==> src/rtl/demux_8bits_stream.sv <==
// demux_8bits_stream
// Routes an upstream ready/valid word stream to one of two independent
// downstream ready/valid channels (A or B). Each channel has its own
// DEPTH-entry FIFO, so a stalled channel never blocks the other one.
// Output data is zero whenever a channel has nothing to present.
module demux_8bits_stream #(
    parameter int WIDTH = 8,
    parameter int DEPTH = 2
) (
    input  logic                       clk,
    input  logic                       rst_n,
    input  logic                       in_valid,
    output logic                       in_ready,
    input  logic [WIDTH-1:0]           in_data,
    input  logic                       in_sel,
    output logic                       a_valid,
    input  logic                       a_ready,
    output logic [WIDTH-1:0]           a_data,
    output logic                       b_valid,
    input  logic                       b_ready,
    output logic [WIDTH-1:0]           b_data,
    output logic [$clog2(DEPTH):0]     a_count,
    output logic [$clog2(DEPTH):0]     b_count
);

    // Pointer width addresses DEPTH entries; the count needs one more bit
    // so that a completely full FIFO (count == DEPTH) is representable.
    localparam int PW = (DEPTH > 1) ? $clog2(DEPTH) : 1;
    localparam int CW = $clog2(DEPTH) + 1;
    localparam logic [CW-1:0] FULL_LEVEL = CW'(DEPTH);

    // Per-channel views: index 0 is channel A, index 1 is channel B.
    logic [1:0]       ch_ready;
    logic [1:0]       ch_valid;
    logic [1:0]       ch_full;
    logic [WIDTH-1:0] ch_data  [2];
    logic [CW-1:0]    ch_count [2];

    assign ch_ready[0] = a_ready;
    assign ch_ready[1] = b_ready;

    // Ready depends only on the FIFO the current select points at; a pop in
    // the same cycle does not free the slot early. While reset is held all
    // counts are zero, so ready naturally reads 1.
    assign in_ready = in_sel ? ~ch_full[1] : ~ch_full[0];

    genvar gi;
    generate
        for (gi = 0; gi < 2; gi = gi + 1) begin : g_chan
            logic [WIDTH-1:0] mem [DEPTH];
            logic [PW-1:0]    wr_ptr_reg;
            logic [PW-1:0]    rd_ptr_reg;
            logic [CW-1:0]    count_reg;
            logic [PW-1:0]    wr_ptr_next;
            logic [PW-1:0]    rd_ptr_next;
            logic [CW-1:0]    count_next;
            logic             push;
            logic             pop;

            assign ch_full[gi]  = (count_reg == FULL_LEVEL);
            assign ch_valid[gi] = (count_reg != '0);

            // A write targets this channel only when it is selected and has
            // room; the rst_n term keeps the storage frozen while in reset.
            assign push = rst_n & in_valid & (in_sel == 1'(gi)) & ~ch_full[gi];
            // A pop needs a valid head, so ready is ignored on an empty FIFO.
            assign pop  = ch_valid[gi] & ch_ready[gi];

            // Next-state pointers and occupancy; push and pop together keep
            // the count while both pointers advance.
            always_comb begin
                wr_ptr_next = wr_ptr_reg;
                rd_ptr_next = rd_ptr_reg;
                count_next  = count_reg;
                if (push) begin
                    wr_ptr_next = (DEPTH > 1) ? wr_ptr_reg + PW'(1) : '0;
                end
                if (pop) begin
                    rd_ptr_next = (DEPTH > 1) ? rd_ptr_reg + PW'(1) : '0;
                end
                case ({push, pop})
                    2'b10:   count_next = count_reg + CW'(1);
                    2'b01:   count_next = count_reg - CW'(1);
                    default: count_next = count_reg;
                endcase
            end

            // Control state clears asynchronously, discarding buffered words.
            always_ff @(posedge clk or negedge rst_n) begin
                if (!rst_n) begin
                    wr_ptr_reg <= '0;
                    rd_ptr_reg <= '0;
                    count_reg  <= '0;
                end else begin
                    wr_ptr_reg <= wr_ptr_next;
                    rd_ptr_reg <= rd_ptr_next;
                    count_reg  <= count_next;
                end
            end

            // Storage is never reset; stale words are hidden by valid gating.
            always_ff @(posedge clk) begin
                if (push) begin
                    mem[wr_ptr_reg] <= in_data;
                end
            end

            assign ch_count[gi] = count_reg;
            assign ch_data[gi]  = ch_valid[gi] ? mem[rd_ptr_reg] : '0;
        end
    endgenerate

    assign a_valid = ch_valid[0];
    assign b_valid = ch_valid[1];
    assign a_data  = ch_data[0];
    assign b_data  = ch_data[1];
    assign a_count = ch_count[0];
    assign b_count = ch_count[1];

endmodule

==> config.mk <==
export PLATFORM = sky130hd
export DESIGN_NAME = demux_8bits_stream
export DESIGN_NICKNAME = d
export VERILOG_FILES = /design/src/rtl/demux_8bits_stream.sv
export SDC_FILE = /design/constraint.sdc
export NUM_CORES = 1
export LEC_CHECK = 0
export CORE_ASPECT_RATIO = 1.25
export CORE_MARGIN = 8
export CORE_UTILIZATION = 60
export DETAILED_ROUTE_END_ITERATION = 16
export DONT_BUFFER_PORTS = 1
export GPL_TIMING_DRIVEN = 0
export PLACE_DENSITY = 0.76
export SLEW_MARGIN = 20
export SYNTH_ARGS = -nofsm -noshare
export SYNTH_HDL_FRONTEND = slang
export SYNTH_SLANG_ARGS = --single-unit
==> constraint.sdc <==
create_clock -name clk -period 2.7 [get_ports clk]
set_clock_uncertainty 0.2 [all_clocks]
set_input_delay 0.405 -clock clk [delete_from_list [all_inputs] [get_ports clk]]
set_output_delay 0.405 -clock clk [all_outputs]
set_load 0.05 [all_outputs]
==> run_results.csv, run 1 <==
group,metric,value,unit
route,drt-pass1-iter-count,4,
layout,mostFrequentLayoutCell,"edfxtp_1",
clock_network,clock-root-buffer,"clkbuf_4",
route,num_vias,840,
clock_network,clkSinkCount,40,
critical_path,required,2.10,ns
sta,tightest_slew,0.902,ns
yosys,synth_largest_area_cell,"edfxtp_1",
sta,post-route-period-util,1.00,
global_routing,grt_overflow_total,0,
place,place_congestion,0.718,
critical_path,end_kind,"output port",
clock_network,cts_max_level,2,
layout,final_cell_mix,"edfxtp_1, mux2i_1, nor2_1, dlygate4sd3_1",
layout,largest_reg_flops,32,
critical_path,critPathMaxFanout,10,
place,hpwlAfterDp,1950,um
min_path,hp-class,"in -> reg",
yosys,ys_seq_area_frac,0.712,
layout,final_layout_size_suffix_gt1_frac,0.144,
critical_path,worst_setup_path_start_kind,"flip-flop",
global_routing,antenna_found_initial,0,
outcome,status,"finished, violations left",
global_routing,grt_max_degree,12,
floorplanning,coreArea,2630,um2
layout,synthToLayoutAreaGrowth,12.3,%
outcome,violations,"setup timing",
yosys,syn_area,1630,um2
route,wl,2700,um
layout,largest-register,"g_chan.mem",
global_routing,grt_pass1_vias,889,
yosys,yosysTopAreaCellShare,0.589,
layout,finalNetCount,140,
critical_path,arrival,2.10,ns
sta,finalHoldViolations,0,
global_routing,grt_pass1_wl,4230,um
sta,fin_ws,-0.00697,ns
sta,setup_viol,2,
critical_path,crit_type,"reg -> out",
place,port_buffers,0,
sta,slew_violations,0,
yosys,synthCells,108,
route,wl_per_cell,17.0,um
route,routed_via_density,5.28,
clock_network,cts_made_buffers,5,
floorplanning,rows,21,
layout,antenna_cells,0,
floorplanning,die_h,74.3,um
clock_network,cts_tree,"yes",
sta,min_period,2.71,ns
route,drt_iter0_drc,24,
job,cap_violations,0,
yosys,ys_types,17,
floorplanning,die_x,62.6,um
yosys,synth.top_cells.by_area,"edfxtp_1, dfrtp_1, mux2i_1",
route,post-route-drc-count,0,
floorplanning,die_area,4650,um2
clock_network,post_cts_buffers,0,
clock_network,clock_latency,0.33,ns
route,drtAntennaViolNets,0,
yosys,yosys_register_bits,40,
yosys,synth_warnings,0,
sta,tns,-0.00867,ns
floorplanning,initial_core_util,0.620,
yosys,syn-num-nets,124,
sta,rsz0062_at_grt,"true",
place,pre_cts_slack,0.206,ns
yosys,synth_area_per_cell,15.1,um2
sta,fmax,369,MHz
global_routing,grt_use_total,0.123,
floorplanning,io_pins,37,
layout,fillers,184,
clock_network,cts_buffer_depth,2,
clock_network,clk_pin_slew,0.11,ns
sta,max_slew_margin,0.396,
==> worst max-delay path: stages, from the launching register on <==
cell and delay (ns):
dfrtp_1 0.75, nor2_2 0.26, nor2_1 0.75
==> layout make-up <==
| type | count | area [um2] | share of cell area |
|---|---|---|---|
| plain buffers | 4 | 25.0 | 0.0137 |
| clock buffers | 7 | 45.0 | 0.0246 |
| clock inverters | 1 | 3.75 | 0.00205 |
| inverters | 4 | 15.0 | 0.00820 |
| multi-input cells | 60 | 448 | 0.245 |
| flip-flops and latches | 40 | 1160 | 0.634 |
| well taps | 34 | 42.5 | 0.0232 |
| repair buffers | 9 | 90.1 | 0.0492 |
==> final timing paths <==
kind	cells after the start	from	end	slack, ns
worst min register to register	1	g_chan[0].wr_ptr_reg	g_chan[0].wr_ptr_reg	0.32
worst max-delay path	2	a_count[0]	a_data[7]	-0.007
worst max register to register	4	b_count[0]	g_chan[1].mem[1][4]	0.20
min in group asynchronous	1	rst_n	a_count[0]	0.21
max in group asynchronous	1	rst_n	g_chan[0].wr_ptr_reg	1.81
worst min-delay path	2	b_ready	g_chan[1].rd_ptr_reg	0.17
==> per-stage QoR <==
stage / utilization / hold WS (ns) / instances / instance area, um2
after detailed placement: 0.637 / -0.0903 / 142 / 1670
after CTS: 0.691 / 0.160 / 159 / 1820
after global placement: 0.637 / -0.0902 / 142 / 1670
after global routing: 0.697 / 0.164 / 159 / 1830
after floorplan: - / -0.0906 / 108 / 1630
final: 0.697 / 0.166 / 159 / 1830
==> what timing repair did <==
action,in CTS,in global routing
hold endpoints to repair,40,0
hold buffers,9,0
gates resized for setup,1,6
gates cloned,0,0
setup endpoints to repair,1,16
pin swaps,0,0
==> synthesized netlist by cell type <==
master,count
xnor2_1,5
clkbuf_1,1
or3_1,1
nand2_1,1
buf_6,1
nor2b_1,4
mux2i_1,17
ha_1,2
inv_1,4
xor2_1,4
or3b_1,1
xnor2_2,1
dfrtp_1,8
edfxtp_1,32
nor2_1,22
nor2_2,2
buf_2,2
==> cells by family (layout without fill, tap and decap cells) <==
family | Yosys count | in the layout | synth area share
xor+xnor | 10 | 10 | 0.0583
simple gates | 31 | 31 | 0.0852
buf+inv | 8 | 25 | 0.0246
mux | 17 | 17 | 0.104
flops | 40 | 40 | 0.712
fa+ha+maj | 2 | 2 | 0.0153
==> per-layer routing <==
metal	part of all wire	wire, um	global-route usage
met1	0.39	1050	0.120
met2	0.50	1350	0.209
met3	0.086	231	0.0557
met4	0.026	70	0.0838
met5	0	0	0
Power of run 1 is left out: the tool's default activity adds up to more than one toggle a clock period on the data nets, which glitch-free logic cannot reach.
==> inputs of run 2 (changes only) <==
CORE_UTILIZATION = 61   (was 60)
PLACE_DENSITY = 0.77   (was 0.76)
==> run_results.csv, run 2 (synthesis gave the netlist of run 1 again) <==
group,metric,value,unit
outcome,status,"finished, violations left",
outcome,violations,"setup timing",
sta,slew_violations,0,
route,routed_via_density,5.67,
sta,setup_viol,7,
min_path,hp-class,"in -> reg",
job,cap_violations,0,
layout,mostFrequentLayoutCell,"edfxtp_1",
critical_path,required,2.10,ns
place,port_buffers,0,
floorplanning,die_h,73.8,um
critical_path,arrival,2.14,ns
critical_path,critPathMaxFanout,10,
layout,synthToLayoutAreaGrowth,13.5,%
critical_path,startpoint,"a_count[0]",
layout,final_layout_size_suffix_gt1_frac,0.192,
global_routing,grt_max_degree,15,
layout,largest-register,"g_chan.mem",
critical_path,reg2reg_from,"b_count[0]",
global_routing,antenna_found_initial,0,
layout,multiInputGateArea,455,um2
sta,tightest_slew,0.930,ns
place,place_area,1670,um2
global_routing,grt_pass1_wl,4410,um
route,drt-pass1-iter-count,4,
floorplanning,die_x,62.2,um
clock_network,post_cts_buffers,0,
global_routing,grt_use_total,0.130,
sta,whs,0.149,ns
route,drt_iter0_drc,39,
sta,min_period,2.75,ns
place,place_congestion,0.698,
clock_network,clock-root-buffer,"clkbuf_4",
route,wl,2880,um
layout,seqCellArea,1160,um2
critical_path,worst-r2r-setup-slack,0.16,ns
floorplanning,die_area,4590,um2
layout,largest_reg_flops,32,
sta,fin_ws,-0.0469,ns
layout,finalNetCount,140,
global_routing,grt_pass1_vias,966,
clock_network,cts_max_level,2,
clock_network,clock_latency,0.35,ns
critical_path,worst_setup_path_start_kind,"flip-flop",
route,num_vias,901,
layout,final_cell_mix,"edfxtp_1, mux2i_1, nor2_1, nor2_2, dlygate4sd3_1",
critical_path,end_kind,"output port",
min_path,whs_path_depth,2,
place,hpwlAfterDp,1990,um
route,drtAntennaViolNets,0,
layout,final_area,1850,um2
clock_network,cts_made_buffers,5,
route,post-route-drc-count,0,
min_path,hp-start,"a_ready",
sta,fmax,364,MHz
clock_network,clkSinkCount,40,
global_routing,grt_overflow_total,0,
critical_path,rr_worst_depth,4,
clock_network,cts_buffer_depth,2,
layout,antenna_cells,0,
min_path,worstHoldEndpoint,"g_chan[0].rd_ptr_reg",
clock_network,clk_pin_slew,0.13,ns
critical_path,r2r-end,"g_chan[1].mem[1][0]",
layout,fin_util,0.711,
layout,fillers,193,
route,wl_per_cell,18.1,um
floorplanning,initial_core_util,0.627,
sta,post-route-period-util,1.02,
floorplanning,rows,21,
critical_path,crit_type,"reg -> out",
clock_network,cts_tree,"yes",
sta,max_slew_margin,0.378,
floorplanning,io_pins,37,
floorplanning,coreArea,2600,um2
sta,finalHoldViolations,0,
sta,rsz0062_at_grt,"true",
run 2: cell types whose count changed in the layout (fill, tap and decap cells not counted), sizes merged:
| cell | previous run | this run |
|---|---|---|
| clkinvlp | 0 | 2 |
| clkbuf | 8 | 6 |
run 2: per-stage QoR:
step	instances	TNS, ns	setup slack [ns]
floorplan	108	0	0.423
global placement	142	0	0.252
detailed placement	142	0	0.181
CTS	159	-0.486	-0.0845
global route	159	-0.922	-0.148
finish	159	-0.173	-0.0469
run 2: metal layers:
layer	vias to the layer above	share of wire	track usage
met2	39	0.55	0.245
met4	0	0.026	0.0805
met5	-	0	0
li1	408	-	-
met3	6	0.087	0.0625
met1	448	0.33	0.107
run 2: layout make-up:
cell class / count / area share
multi-input cells: 60 / 0.246
well taps: 34 / 0.0230
clock buffers: 5 / 0.0203
repair buffers: 9 / 0.0487
clock inverters: 3 / 0.0128
plain buffers: 4 / 0.0135
flip-flops and latches: 40 / 0.627
inverters: 4 / 0.00811
run 2: worst max path at each step:
stage                          end  slack [ns]  depth (start not counted)
2_1_floorplan  g_chan[1].mem[1][0]        0.42                          4
3_3_place_gp   g_chan[1].mem[1][1]        0.25                          4
3_5_place_dp   g_chan[1].mem[1][3]        0.18                          4
4_1_cts                  a_data[7]       -0.08                          2
5_1_grt                  a_data[7]       -0.15                          2
6_report                 a_data[7]       -0.05                          2
run 2: what timing repair did:
item,CTS,global route
pin swaps,0,0
gates resized for setup,9,1
endpoints found under the hold margin,40,0
setup endpoints to repair,17,8
hold buffers,9,0
run 2: critical path, stage by stage, from the launching register on:
cell and delay (ns):
dfrtp_1 0.77, nor2_2 0.24, nor2_1 0.77
Power of run 2 is left out for the same reason.
